<file path="src/rtl/des_round_ctrl.sv">
// Iterative DES sequencer: accepts a block, steps a shared round datapath NUM_ROUNDS times,
// strobes the final permutation and holds the result until the consumer takes it.
module des_round_ctrl #(
   parameter int unsigned NUM_ROUNDS = 16,
   parameter int unsigned CNT_W      = 5
) (
   input  logic             clk,
   input  logic             rst,
   input  logic             in_valid,
   output logic             in_ready,
   input  logic             decrypt,
   input  logic             abort,
   output logic             ld_data,
   output logic             rnd_en,
   output logic [CNT_W-1:0] round_idx,
   output logic [1:0]       shift_amt,
   output logic             shift_right,
   output logic             fp_en,
   output logic             out_valid,
   input  logic             out_ready,
   output logic             busy,
   output logic             mode_q
);

   localparam logic [1:0] S_IDLE  = 2'd0;
   localparam logic [1:0] S_ROUND = 2'd1;
   localparam logic [1:0] S_FINAL = 2'd2;
   localparam logic [1:0] S_DONE  = 2'd3;

   localparam logic [CNT_W-1:0] LAST_RND = CNT_W'(NUM_ROUNDS);

   logic [1:0]       state_q, state_d;
   logic [CNT_W-1:0] cnt_q, cnt_d;
   logic             mode_d;

   // Key-schedule rotate amount. Decrypt rotates right, and its first round
   // needs no rotation because C16/D16 equal C0/D0.
   function automatic logic [1:0] shift_of(input logic [CNT_W-1:0] r, input logic dec);
      logic single;
      single = (r == CNT_W'(2)) || (r == CNT_W'(9)) || (r == CNT_W'(16));
      if (r == CNT_W'(1))
         shift_of = dec ? 2'd0 : 2'd1;
      else if (single)
         shift_of = 2'd1;
      else
         shift_of = 2'd2;
   endfunction

   always_comb begin
      state_d = state_q;
      cnt_d   = cnt_q;
      mode_d  = mode_q;
      case (state_q)
         S_IDLE: begin
            if (in_valid) begin
               mode_d  = decrypt;
               cnt_d   = CNT_W'(1);
               state_d = S_ROUND;
            end
         end
         S_ROUND: begin
            if (abort) begin
               state_d = S_IDLE;
               cnt_d   = '0;
            end else if (cnt_q == LAST_RND) begin
               state_d = S_FINAL;
            end else begin
               cnt_d = cnt_q + CNT_W'(1);
            end
         end
         S_FINAL: begin
            if (abort) begin
               state_d = S_IDLE;
               cnt_d   = '0;
            end else begin
               state_d = S_DONE;
            end
         end
         default: begin
            // abort takes priority, but both paths discard the block the same way
            if (abort || out_ready) begin
               state_d = S_IDLE;
               cnt_d   = '0;
            end
         end
      endcase
   end

   always_ff @(posedge clk) begin
      if (rst) begin
         state_q <= S_IDLE;
         cnt_q   <= '0;
         mode_q  <= 1'b0;
      end else begin
         state_q <= state_d;
         cnt_q   <= cnt_d;
         mode_q  <= mode_d;
      end
   end

   assign in_ready    = (state_q == S_IDLE);
   assign busy        = ~in_ready;
   assign ld_data     = in_ready & in_valid;
   assign rnd_en      = (state_q == S_ROUND);
   assign round_idx   = rnd_en ? cnt_q : '0;
   assign shift_amt   = rnd_en ? shift_of(cnt_q, mode_q) : 2'd0;
   assign shift_right = rnd_en & mode_q;
   assign fp_en       = (state_q == S_FINAL);
   assign out_valid   = (state_q == S_DONE);

endmodule

</file>
<file path="config.mk">
export PLATFORM = sky130hd
export DESIGN_NAME = des_round_ctrl
export DESIGN_NICKNAME = d
export VERILOG_FILES = /design/src/rtl/des_round_ctrl.sv
export SDC_FILE = /design/constraint.sdc
export NUM_CORES = 1
export LEC_CHECK = 0
export ABC_AREA = 1
export CORE_MARGIN = 2
export CORE_UTILIZATION = 44
export DETAILED_ROUTE_END_ITERATION = 10
export HOLD_SLACK_MARGIN = 0.02
export PLACE_DENSITY_LB_ADDON = 0.15
export SYNTH_ARGS = -nofsm -noshare
export SYNTH_HDL_FRONTEND = slang
export SYNTH_SLANG_ARGS = --single-unit
</file>
<file path="constraint.sdc">
create_clock -name clk -period 1.75 [get_ports clk]
set_input_delay 0.525 -clock clk [delete_from_list [all_inputs] [get_ports clk]]
set_output_delay 0.525 -clock clk [all_outputs]
set_load 0.1 [all_outputs]
</file>
==> results.cfg, run 1 <==
[run_status]
outcome = stopped before the end
stop_stage = clock tree synthesis (4_1_cts)
error_line = [ERROR DPL-0033] detailed placement checks failed during check placement.

[clock_network]
hold_buffers = 0
htreeDepth = 1
cts_root_buffer = clkbuf_4
cts_made_buffers = 3
cts_setup_buffers = 4
cts_resized = 15
cts_sinks = 8
clockBufferDepth = 2

[placement]
placed_area_sq_mm = 0.00120
dpl.hpwl_um = 1740
place.gp.congestion = 0.821
dp.cells = 150
port_buffers = 20

[yosys]
synth_top_flop_cell = dfxtp_1
ys_types = 16
synth_top_area_share_pct = 25.3
synth-edff-count = 0
netlist_area_sq_um = 632
yosysMostFrequentCell = inv_1
synth_common_cells = inv_1, nand2_1, nor2_1
synth_seq_cells = 8
netlist_instances = 103
synthesis.nets = 113
synth_area_leaders = dfxtp_1, inv_1, nand2_1
ys_seq_area_share_pct = 25.3
ys_warn_count = 0
synthArstFlopShare_pct = 0
syn_area_per_cell_sq_um = 6.13
yosysTopAreaCell = dfxtp_1

[die]
core.rowCount = 13
die_height_um = 41.9
start_util_pct = 48.0
io_pins = 21
die_w_um = 41.9
[stage by stage]
| stage | utilization (%) | worst slack (ns) |
|---|---|---|
| 2_1_floorplan | - | -0.341 |
| 3_3_place_gp | 90.9 | -0.109 |
| 3_5_place_dp | 90.9 | -0.148 |
[logic make-up after synthesis]
group | Yosys count | share of synthesized area, %
xor gates and xnor gates | 2 | 2.77
adders and majority gates | 4 | 7.92
AOI/OAI and AO/OA | 15 | 12.1
DFF | 8 | 25.3
and+or+nand+nor | 51 | 38.2
buffers and inverters | 23 | 13.7
==> inputs of run 2 (changes only) <==
--- a/config.mk
+++ b/config.mk
@@ -6,10 +6,9 @@
 export NUM_CORES = 1
 export LEC_CHECK = 0
 export ABC_AREA = 1
-export CORE_MARGIN = 2
-export CORE_UTILIZATION = 44
+export CORE_AREA = 2 2 63 65
 export DETAILED_ROUTE_END_ITERATION = 10
-export HOLD_SLACK_MARGIN = 0.02
+export DIE_AREA = 0 0 65 67
 export PLACE_DENSITY_LB_ADDON = 0.15
 export SYNTH_ARGS = -nofsm -noshare
 export SYNTH_HDL_FRONTEND = slang
==> run 2 against run 1 <==
- the flow now finishes, with violations (negative setup slack)
- area after synthesis unchanged
- synthesized cell count unchanged
==> results.cfg, run 2 <==
[power]
comb_power_share_pct = 43.1
total_power_w = 0.000782
switchingPower_w = 0.000305
pwr-share-clk_pct = 31.1
p_leak_nw = 0.613
p_int_w = 0.000477
p_seq_share_pct = 25.7
powerDensity_mw_per_mm2 = 555
peakVddDrop_mv = 0.187
power.share.switching_pct = 39.0

[routing]
drt-wirelength-per-cell_um = 9.67
detail-route-antenna-nets = 0
wl_um = 1890
num_vias = 765
post-route-drc-count = 0
drt_pre_antenna_iters = 6
drt_iter0_drc = 16
post_drt_via_cell_ratio = 3.92

[yosys]
synthArstFlopShare_pct = 0
synth-edff-count = 0
ys_seq_area_share_pct = 25.3
synthesis.nets = 113
synth_area_leaders = dfxtp_1, inv_1, nand2_1
synth_top_area_share_pct = 25.3
netlist_area_sq_um = 632
syn_area_per_cell_sq_um = 6.13
ys_warn_count = 0
ys_types = 16
synth_seq_cells = 8
synth_top_flop_cell = dfxtp_1
netlist_instances = 103
yosysTopAreaCell = dfxtp_1
synth_common_cells = inv_1, nand2_1, nor2_1
yosysMostFrequentCell = inv_1

[cells_and_area]
antennaDiodeCount = 0
final_cell_mix = buf_4, inv_1, buf_12
syn2layout_area_growth_pct = 123
reg_top3 = cnt_q (5), state_q (2), mode_q (1)
final_cell_area_sq_mm = 0.00141
final.fill_count = 376
layout.nets = 158
final_common_cell = buf_4
largest_reg_flops = 5
largest_register = cnt_q
drive_gt1_share_pct = 52.4

[grt]
gr-total-overflow = 0
antenna_found_initial = 0
grt_max_degree = 7
grt_pass1_wl_um = 3280
grt_pass1_vias = 757
grt_usage_pct = 9.80

[die]
die_height_um = 67
die_w_um = 65
core-area_sq_mm = 0.00361
core.rowCount = 22
io_pins = 21
start_util_pct = 17.5
die_area_sq_mm = 0.00436

[run_status]
outcome = finished, violations left
violations = negative setup slack

[clock_network]
clockBufferDepth = 2
hold_buffers = 0
clk_latency_ns = 0.23
cts_tree = built
cts_root_buffer = clkbuf_8
path_clk_slew_ns = 0.05
cts_made_buffers = 3
cts_sinks = 8
htreeDepth = 1

[timing]
rsz0062_at_grt = yes
max_freq_ghz = 0.499
fin_skew_ns = 0.00914
final_max_slew_viol_count = 0
hold_slack_ns = 0.541
tightest_slew_ns = 0.266
final-hold-violation-count = 0
relSlewSlack_pct = 82.2
fin_setup_tns_ns = -0.505
period_needed_ns = 2.00
period_share_pct = 114
setup_viol = 2
timing.final.ws_setup_ns = -0.253

[placement]
place.gp.congestion = 0.736
port_buffers = 20
placed_area_sq_mm = 0.00125
dpl.hpwl_um = 1570

[critical_path]
cp_data_arrival_time_ns = 1.48
cp-end-kind = output port
crit_fanout = 3
crit_path_start_kind = flip-flop
critPathKind = flip-flop to output port
required_ns = 1.22

[min_path]
min_path_type = flip-flop to flip-flop

[job]
maxCapViolCount = 0
==> run 2: cell counts after synthesis <==
No cell type changed its count.
==> run 2: layout make-up <==
class	instances	area [sq um]	area share [%]
clock buffers	4	45.0	3.20
inverters	23	104	7.37
multi-input cells	72	508	36.1
flip-flops and latches	8	176	12.5
well taps	48	60.1	4.26
repair buffers	40	515	36.6
==> run 2: what timing repair did <==
action	4_1_cts	5_1_grt
pin swaps	2	4
endpoints found under the setup margin	7	6
gates resized for setup	11	9
buffers inserted	3	3
==> run 2: cell families after synthesis <==
group | after synthesis | share of synthesized area (%)
AOI/OAI and AO/OA | 15 | 12.1
xor gates and xnor gates | 2 | 2.77
adders and majority gates | 4 | 7.92
and+or+nand+nor | 51 | 38.2
DFF | 8 | 25.3
buffers and inverters | 23 | 13.7
==> run 2: worst paths after layout <==
check                                             end                   from  slack, ns  cells past startpoint
worst max-delay path                     shift_amt[1]  cnt_q[0]$_SDFFE_PP0P_      -0.25                     10
worst min-delay path            cnt_q[4]$_SDFFE_PP0P_  cnt_q[4]$_SDFFE_PP0P_       0.54                      2
worst max register to register  cnt_q[2]$_SDFFE_PP0P_  cnt_q[1]$_SDFFE_PP0P_       0.19                     12
worst min register to register  cnt_q[4]$_SDFFE_PP0P_  cnt_q[4]$_SDFFE_PP0P_       0.54                      2
==> run 2: worst max-delay path, cell delays in order (launching register included) <==
cell	delay [ns]
dfxtp_4	0.37
inv_4	0.05
ha_4	0.14
nand2_2	0.06
inv_2	0.03
nand2_2	0.06
inv_2	0.04
a21oi_4	0.13
nand2_2	0.08
nor2_4	0.10
buf_12	0.18
==> run 2: metrics by stage <==
| step | cells | util (%) | setup WS, ns |
|---|---|---|---|
| 2_1_floorplan | 103 | - | -0.341 |
| 3_5_place_dp | 185 | 34.8 | -0.132 |
| 4_1_cts | 192 | 37.7 | -0.290 |
| 3_3_place_gp | 185 | 34.8 | -0.112 |
| 6_report | 195 | 39.1 | -0.253 |
| 5_1_grt | 195 | 39.1 | -0.336 |
==> run 2: routing by layer <==
layer	vias to the layer above	GRT usage (%)	part of all wire (%)
met4	0	4.79	1.8
li1	402	-	-
met5	-	0	0
met3	2	2.20	3.9
met2	10	17.7	52
met1	351	10.8	42
==> run 2: power groups by stage <==
stage | sequential [W] | clock [W] | combinational (W)
after floorplan | 0.000218 | 0 | 0.000184
after global placement | 0.000206 | 0 | 0.000317
after detailed placement | 0.000206 | 0 | 0.000318
after CTS | 0.000204 | 0.000251 | 0.000329
after global routing | 0.000203 | 0.000259 | 0.000356
final | 0.000201 | 0.000244 | 0.000337
Note: power is estimated with default switching activity, not from simulation.
==> inputs of run 3 (changes only) <==
==> constraint.sdc (replaced) <==
create_clock -name clk -period 2 [get_ports clk]
set_input_delay 0.6 -clock clk [delete_from_list [all_inputs] [get_ports clk]]
set_output_delay 0.6 -clock clk [all_outputs]
set_load 0.1 [all_outputs]
==> run 3 against run 2 <==
- final cell count fell by 4.1%
- global-route usage rose by 0.38 points
- the flow still finishes with violations (negative setup slack)
- via count fell by 5.0%
- largest cell class is now multi-input gates
- setup slack improved by 0.15 ns
- clock power fell by 11%
==> results.cfg, run 3 (synthesis gave the netlist of run 2 again) <==
[clock_network]
cts_sinks = 8
path_clk_slew_ns = 0.05
cts_root_buffer = clkbuf_8
cts_made_buffers = 3
cts_tree = built
clk_latency_ns = 0.24
htreeDepth = 1
clockBufferDepth = 2
hold_buffers = 0

[job]
maxCapViolCount = 0

[placement]
dp.cells = 177
place.gp.congestion = 0.818
port_buffers = 20
dpl.hpwl_um = 1500

[timing]
setup_viol = 2
max_freq_ghz = 0.474
timing.final.ws_setup_ns = -0.108
period_share_pct = 105
hold_slack_ns = 0.518
fin_skew_ns = 0.0165
relSlewSlack_pct = 84.2
final_max_slew_viol_count = 0
final-hold-violation-count = 0
rsz0062_at_grt = yes
fin_setup_tns_ns = -0.208
period_needed_ns = 2.11
tightest_slew_ns = 0.236

[power]
peakVddDrop_mv = 0.191
p_leak_nw = 0.563
powerDensity_mw_per_mm2 = 520

[grt]
gr-total-overflow = 0
grt_max_degree = 7
grt_pass1_vias = 727
grt_usage_pct = 10.2
grt_pass1_wl_um = 3330
antenna_found_initial = 0

[cells_and_area]
syn2layout_area_growth_pct = 104
final_cell_mix = inv_1, buf_12, nand2_1
final.fill_count = 381
antennaDiodeCount = 0
layout.nets = 150
instances_no_fill = 187
largest_register = cnt_q
reg_top3 = cnt_q (5), state_q (2), mode_q (1)
drive_gt1_share_pct = 48.2
final_common_cell = inv_1
largest_reg_flops = 5

[critical_path]
r2r_start = cnt_q[0]$_SDFFE_PP0P_
crit_path_start_kind = flip-flop
required_ns = 1.40
cp-end-kind = output port
crit_fanout = 4
reg2reg_depth = 11
crit_start = cnt_q[0]$_SDFFE_PP0P_
cp_data_arrival_time_ns = 1.51
critPathKind = flip-flop to output port

[routing]
drt-wirelength-per-cell_um = 9.68
post_drt_via_cell_ratio = 3.89
drt_pre_antenna_iters = 2
post-route-drc-count = 0
detail-route-antenna-nets = 0
drt_iter0_drc = 11
wl_um = 1810
num_vias = 727

[die]
start_util_pct = 17.5
die_area_sq_mm = 0.00436
die_height_um = 67
io_pins = 21
die_w_um = 65
core.rowCount = 22
core-area_sq_mm = 0.00361

[run_status]
violations = negative setup slack
outcome = finished, violations left

[min_path]
min_path_type = flip-flop to flip-flop
min_from = cnt_q[3]$_SDFFE_PP0P_
hold_depth = 2
-- run 3: cell count changes in the layout (fill, tap and decap cells not counted), sizes merged --
cell,change
buf,-8
-- run 3: per-stage QoR --
stage	cell area (sq um)	utilization [%]	setup WS, ns	total power (W)
CTS	1270	35.4	-0.130	0.000682
floorplan	709	-	-0.444	0.000346
global placement	1160	32.3	-0.0131	0.000446
global route	1290	35.8	-0.186	0.000713
finish	1290	35.8	-0.108	0.000672
detailed placement	1160	32.3	-0.0250	0.000446
-- run 3: final cells by class --
| type | instances | area [sq um] | area share (%) |
|---|---|---|---|
| multi-input cells | 72 | 470 | 36.4 |
| well taps | 48 | 60.1 | 4.65 |
| flip-flops and latches | 8 | 174 | 13.5 |
| repair buffers | 32 | 443 | 34.3 |
| inverters | 23 | 98.8 | 7.66 |
| clock buffers | 4 | 45.0 | 3.49 |
-- run 3: final timing paths --
| path | to | slack [ns] |
|---|---|---|
| max reg2reg | cnt_q[2]$_SDFFE_PP0P_ | 0.55 |
| min | cnt_q[3]$_SDFFE_PP0P_ | 0.52 |
| min reg2reg | cnt_q[3]$_SDFFE_PP0P_ | 0.52 |
| max | shift_amt[1] | -0.11 |
-- run 3: timing repair --
item / CTS / global route
endpoints found under the setup margin: 7 / 7
pin swaps: 5 / 1
buffers inserted: 5 / 1
gates resized for setup: 12 / 6
-- run 3: power breakdown --
part,switching (W),internal (W),total (W)
registers,0.0000100,0.000166,0.000176
clock network,0.0000766,0.000139,0.000216
logic,0.000175,0.000105,0.000280
total,0.000262,0.000410,0.000672
-- run 3: critical path: stages (launching register included) --
cell,delay (ns)
dfxtp_4,0.37
inv_4,0.05
ha_2,0.17
nand2_1,0.08
nand2_2,0.07
a21oi_4,0.17
nand2_2,0.08
nor2_4,0.10
buf_12,0.18
-- run 3: layer usage --
metal / vias to the layer above / part of all wire (%) / GRT usage (%)
met1: 321 / 40 / 10.7
li1: 388 / - / -
met3: 4 / 3.5 / 1.86
met4: 0 / 3.0 / 7.18
met5: - / 0 / 0
met2: 14 / 53 / 18.3
==> inputs of run 4 (changes only) <==
--- a/config.mk
+++ b/config.mk
@@ -7,6 +7,7 @@
 export LEC_CHECK = 0
 export ABC_AREA = 1
 export CORE_AREA = 2 2 63 65
+export CTS_BUF_LIST = sky130_fd_sc_hd__clkbuf_8
 export DETAILED_ROUTE_END_ITERATION = 10
 export DIE_AREA = 0 0 65 67
 export PLACE_DENSITY_LB_ADDON = 0.15
==> run 4 against run 3 <==
- sequential share of layout area did not move
- non-clock buffer count did not move
- wire length did not move
- clock skew rose by 0.00082 ns
- critical path depth did not move
- die area did not move
- the flow still finishes with violations (negative setup slack)
- combinational power barely moved
- final cell count did not move
- setup slack got worse by 0.0028 ns
==> results.cfg, run 4 (synthesis gave the netlist of run 2 again) <==
[timing]
final_max_slew_viol_count = 0
period_share_pct = 106
tightest_slew_ns = 0.237
period_needed_ns = 2.11
setup_viol = 2
max_freq_ghz = 0.474
final-hold-violation-count = 0
fin_skew_ns = 0.0173
timing.final.ws_setup_ns = -0.111
rsz0062_at_grt = yes
fin_setup_tns_ns = -0.212
relSlewSlack_pct = 84.2

[routing]
drt_pre_antenna_iters = 4
wl_um = 1810
drt-wirelength-per-cell_um = 9.68
detail-route-antenna-nets = 0
post-route-drc-count = 0
num_vias = 726
drt_iter0_drc = 15
post_drt_via_cell_ratio = 3.88

[die]
start_util_pct = 17.5
die_height_um = 67
die_w_um = 65
io_pins = 21
die_area_sq_mm = 0.00436
core.rowCount = 22
core-area_sq_mm = 0.00361

[cells_and_area]
largest_register = cnt_q
drive_gt1_share_pct = 48.2
syn2layout_area_growth_pct = 104
reg_top3 = cnt_q (5), state_q (2), mode_q (1)
final.fill_count = 381
antennaDiodeCount = 0
final_common_cell = inv_1
layout.nets = 150
largest_reg_flops = 5
final_cell_mix = inv_1, buf_12, nand2_1

[min_path]
min_from = cnt_q[3]$_SDFFE_PP0P_
min_path_type = flip-flop to flip-flop

[critical_path]
cp-end-kind = output port
crit_path_start_kind = flip-flop
critPathKind = flip-flop to output port
cp_data_arrival_time_ns = 1.51
r2r_start = cnt_q[0]$_SDFFE_PP0P_
crit_start = cnt_q[0]$_SDFFE_PP0P_
required_ns = 1.40
crit_fanout = 4

[power]
powerDensity_mw_per_mm2 = 518
switchingPower_w = 0.000264
p_seq_share_pct = 26.3
power.share.switching_pct = 39.5
p_leak_nw = 0.567
peakVddDrop_mv = 0.189
total_power_w = 0.000669
p_int_w = 0.000405
comb_power_share_pct = 41.9
pwr-share-clk_pct = 31.8

[placement]
port_buffers = 20
place.gp.congestion = 0.818
place_ws_ns = -0.0250
dpl.hpwl_um = 1500

[clock_network]
hold_buffers = 0
cts_root_buffer = clkbuf_8
cts_made_buffers = 3
clk_latency_ns = 0.25
cts_sinks = 8
cts_tree = built
path_clk_slew_ns = 0.05
htreeDepth = 1
clockBufferDepth = 2

[run_status]
violations = negative setup slack
outcome = finished, violations left

[grt]
grt_max_degree = 7
grt_usage_pct = 10.2
gr-total-overflow = 0
grt_pass1_vias = 727
antenna_found_initial = 0
grt_pass1_wl_um = 3330

[job]
maxCapViolCount = 0
==> run 4: changes by cell type in the layout (fill, tap and decap cells not counted), sizes merged <==
| cell | change |
|---|---|
| clkbuf | -1 |
| inv | +1 |
==> run 4: power groups by stage <==
stage | clock [W] | combinational [W] | sequential [W]
after CTS | 0.000224 | 0.000278 | 0.000176
final | 0.000213 | 0.000280 | 0.000176
after global routing | 0.000233 | 0.000298 | 0.000177
after global placement | 0 | 0.000266 | 0.000180
after detailed placement | 0 | 0.000266 | 0.000180
after floorplan | 0 | 0.000156 | 0.000190
==> run 4: layout make-up <==
cell class / count / area [sq um] / area share (%)
multi-input cells: 72 / 470 / 36.4
well taps: 48 / 60.1 / 4.65
clock inverters: 1 / 3.75 / 0.291
inverters: 23 / 98.8 / 7.66
repair buffers: 32 / 443 / 34.3
flip-flops and latches: 8 / 174 / 13.5
clock buffers: 3 / 41.3 / 3.20
==> run 4: metrics by stage <==
stage	instances	hold slack, ns	instance area, sq um	utilization, %
finish	187	0.518	1290	35.8
global route	187	0.550	1290	35.8
CTS	186	0.513	1270	35.4
detailed placement	177	0.506	1160	32.3
global placement	177	0.503	1160	32.3
floorplan	103	0.470	709	-
==> run 4: metal layers <==
layer,up-vias,wire [um],GRT usage (%)
met1,321,739,10.7
met2,13,950,18.3
met5,-,0,0
met4,0,58,7.18
met3,4,62,1.86
li1,388,-,-
==> run 4: final timing paths <==
check | endpoint | slack (ns) | cells past startpoint
hold reg to reg | cnt_q[3]$_SDFFE_PP0P_ | 0.52 | 2
setup reg to reg | cnt_q[2]$_SDFFE_PP0P_ | 0.55 | 11
hold / removal | cnt_q[3]$_SDFFE_PP0P_ | 0.52 | 2
setup / recovery | shift_amt[1] | -0.11 | 8
==> run 4: repair_timing <==
| action | CTS | global route |
|---|---|---|
| gates cloned | 0 | 0 |
| setup endpoints to repair | 7 | 7 |
| pin swaps | 5 | 1 |
| resized for setup | 12 | 6 |
| buffers inserted | 5 | 1 |
==> run 4: worst max-delay path, stage by stage, from the launching register on <==
cell	delay, ns
dfxtp_4	0.37
inv_4	0.05
ha_2	0.17
nand2_1	0.08
nand2_2	0.07
a21oi_4	0.17
nand2_2	0.08
nor2_4	0.10
buf_12	0.18
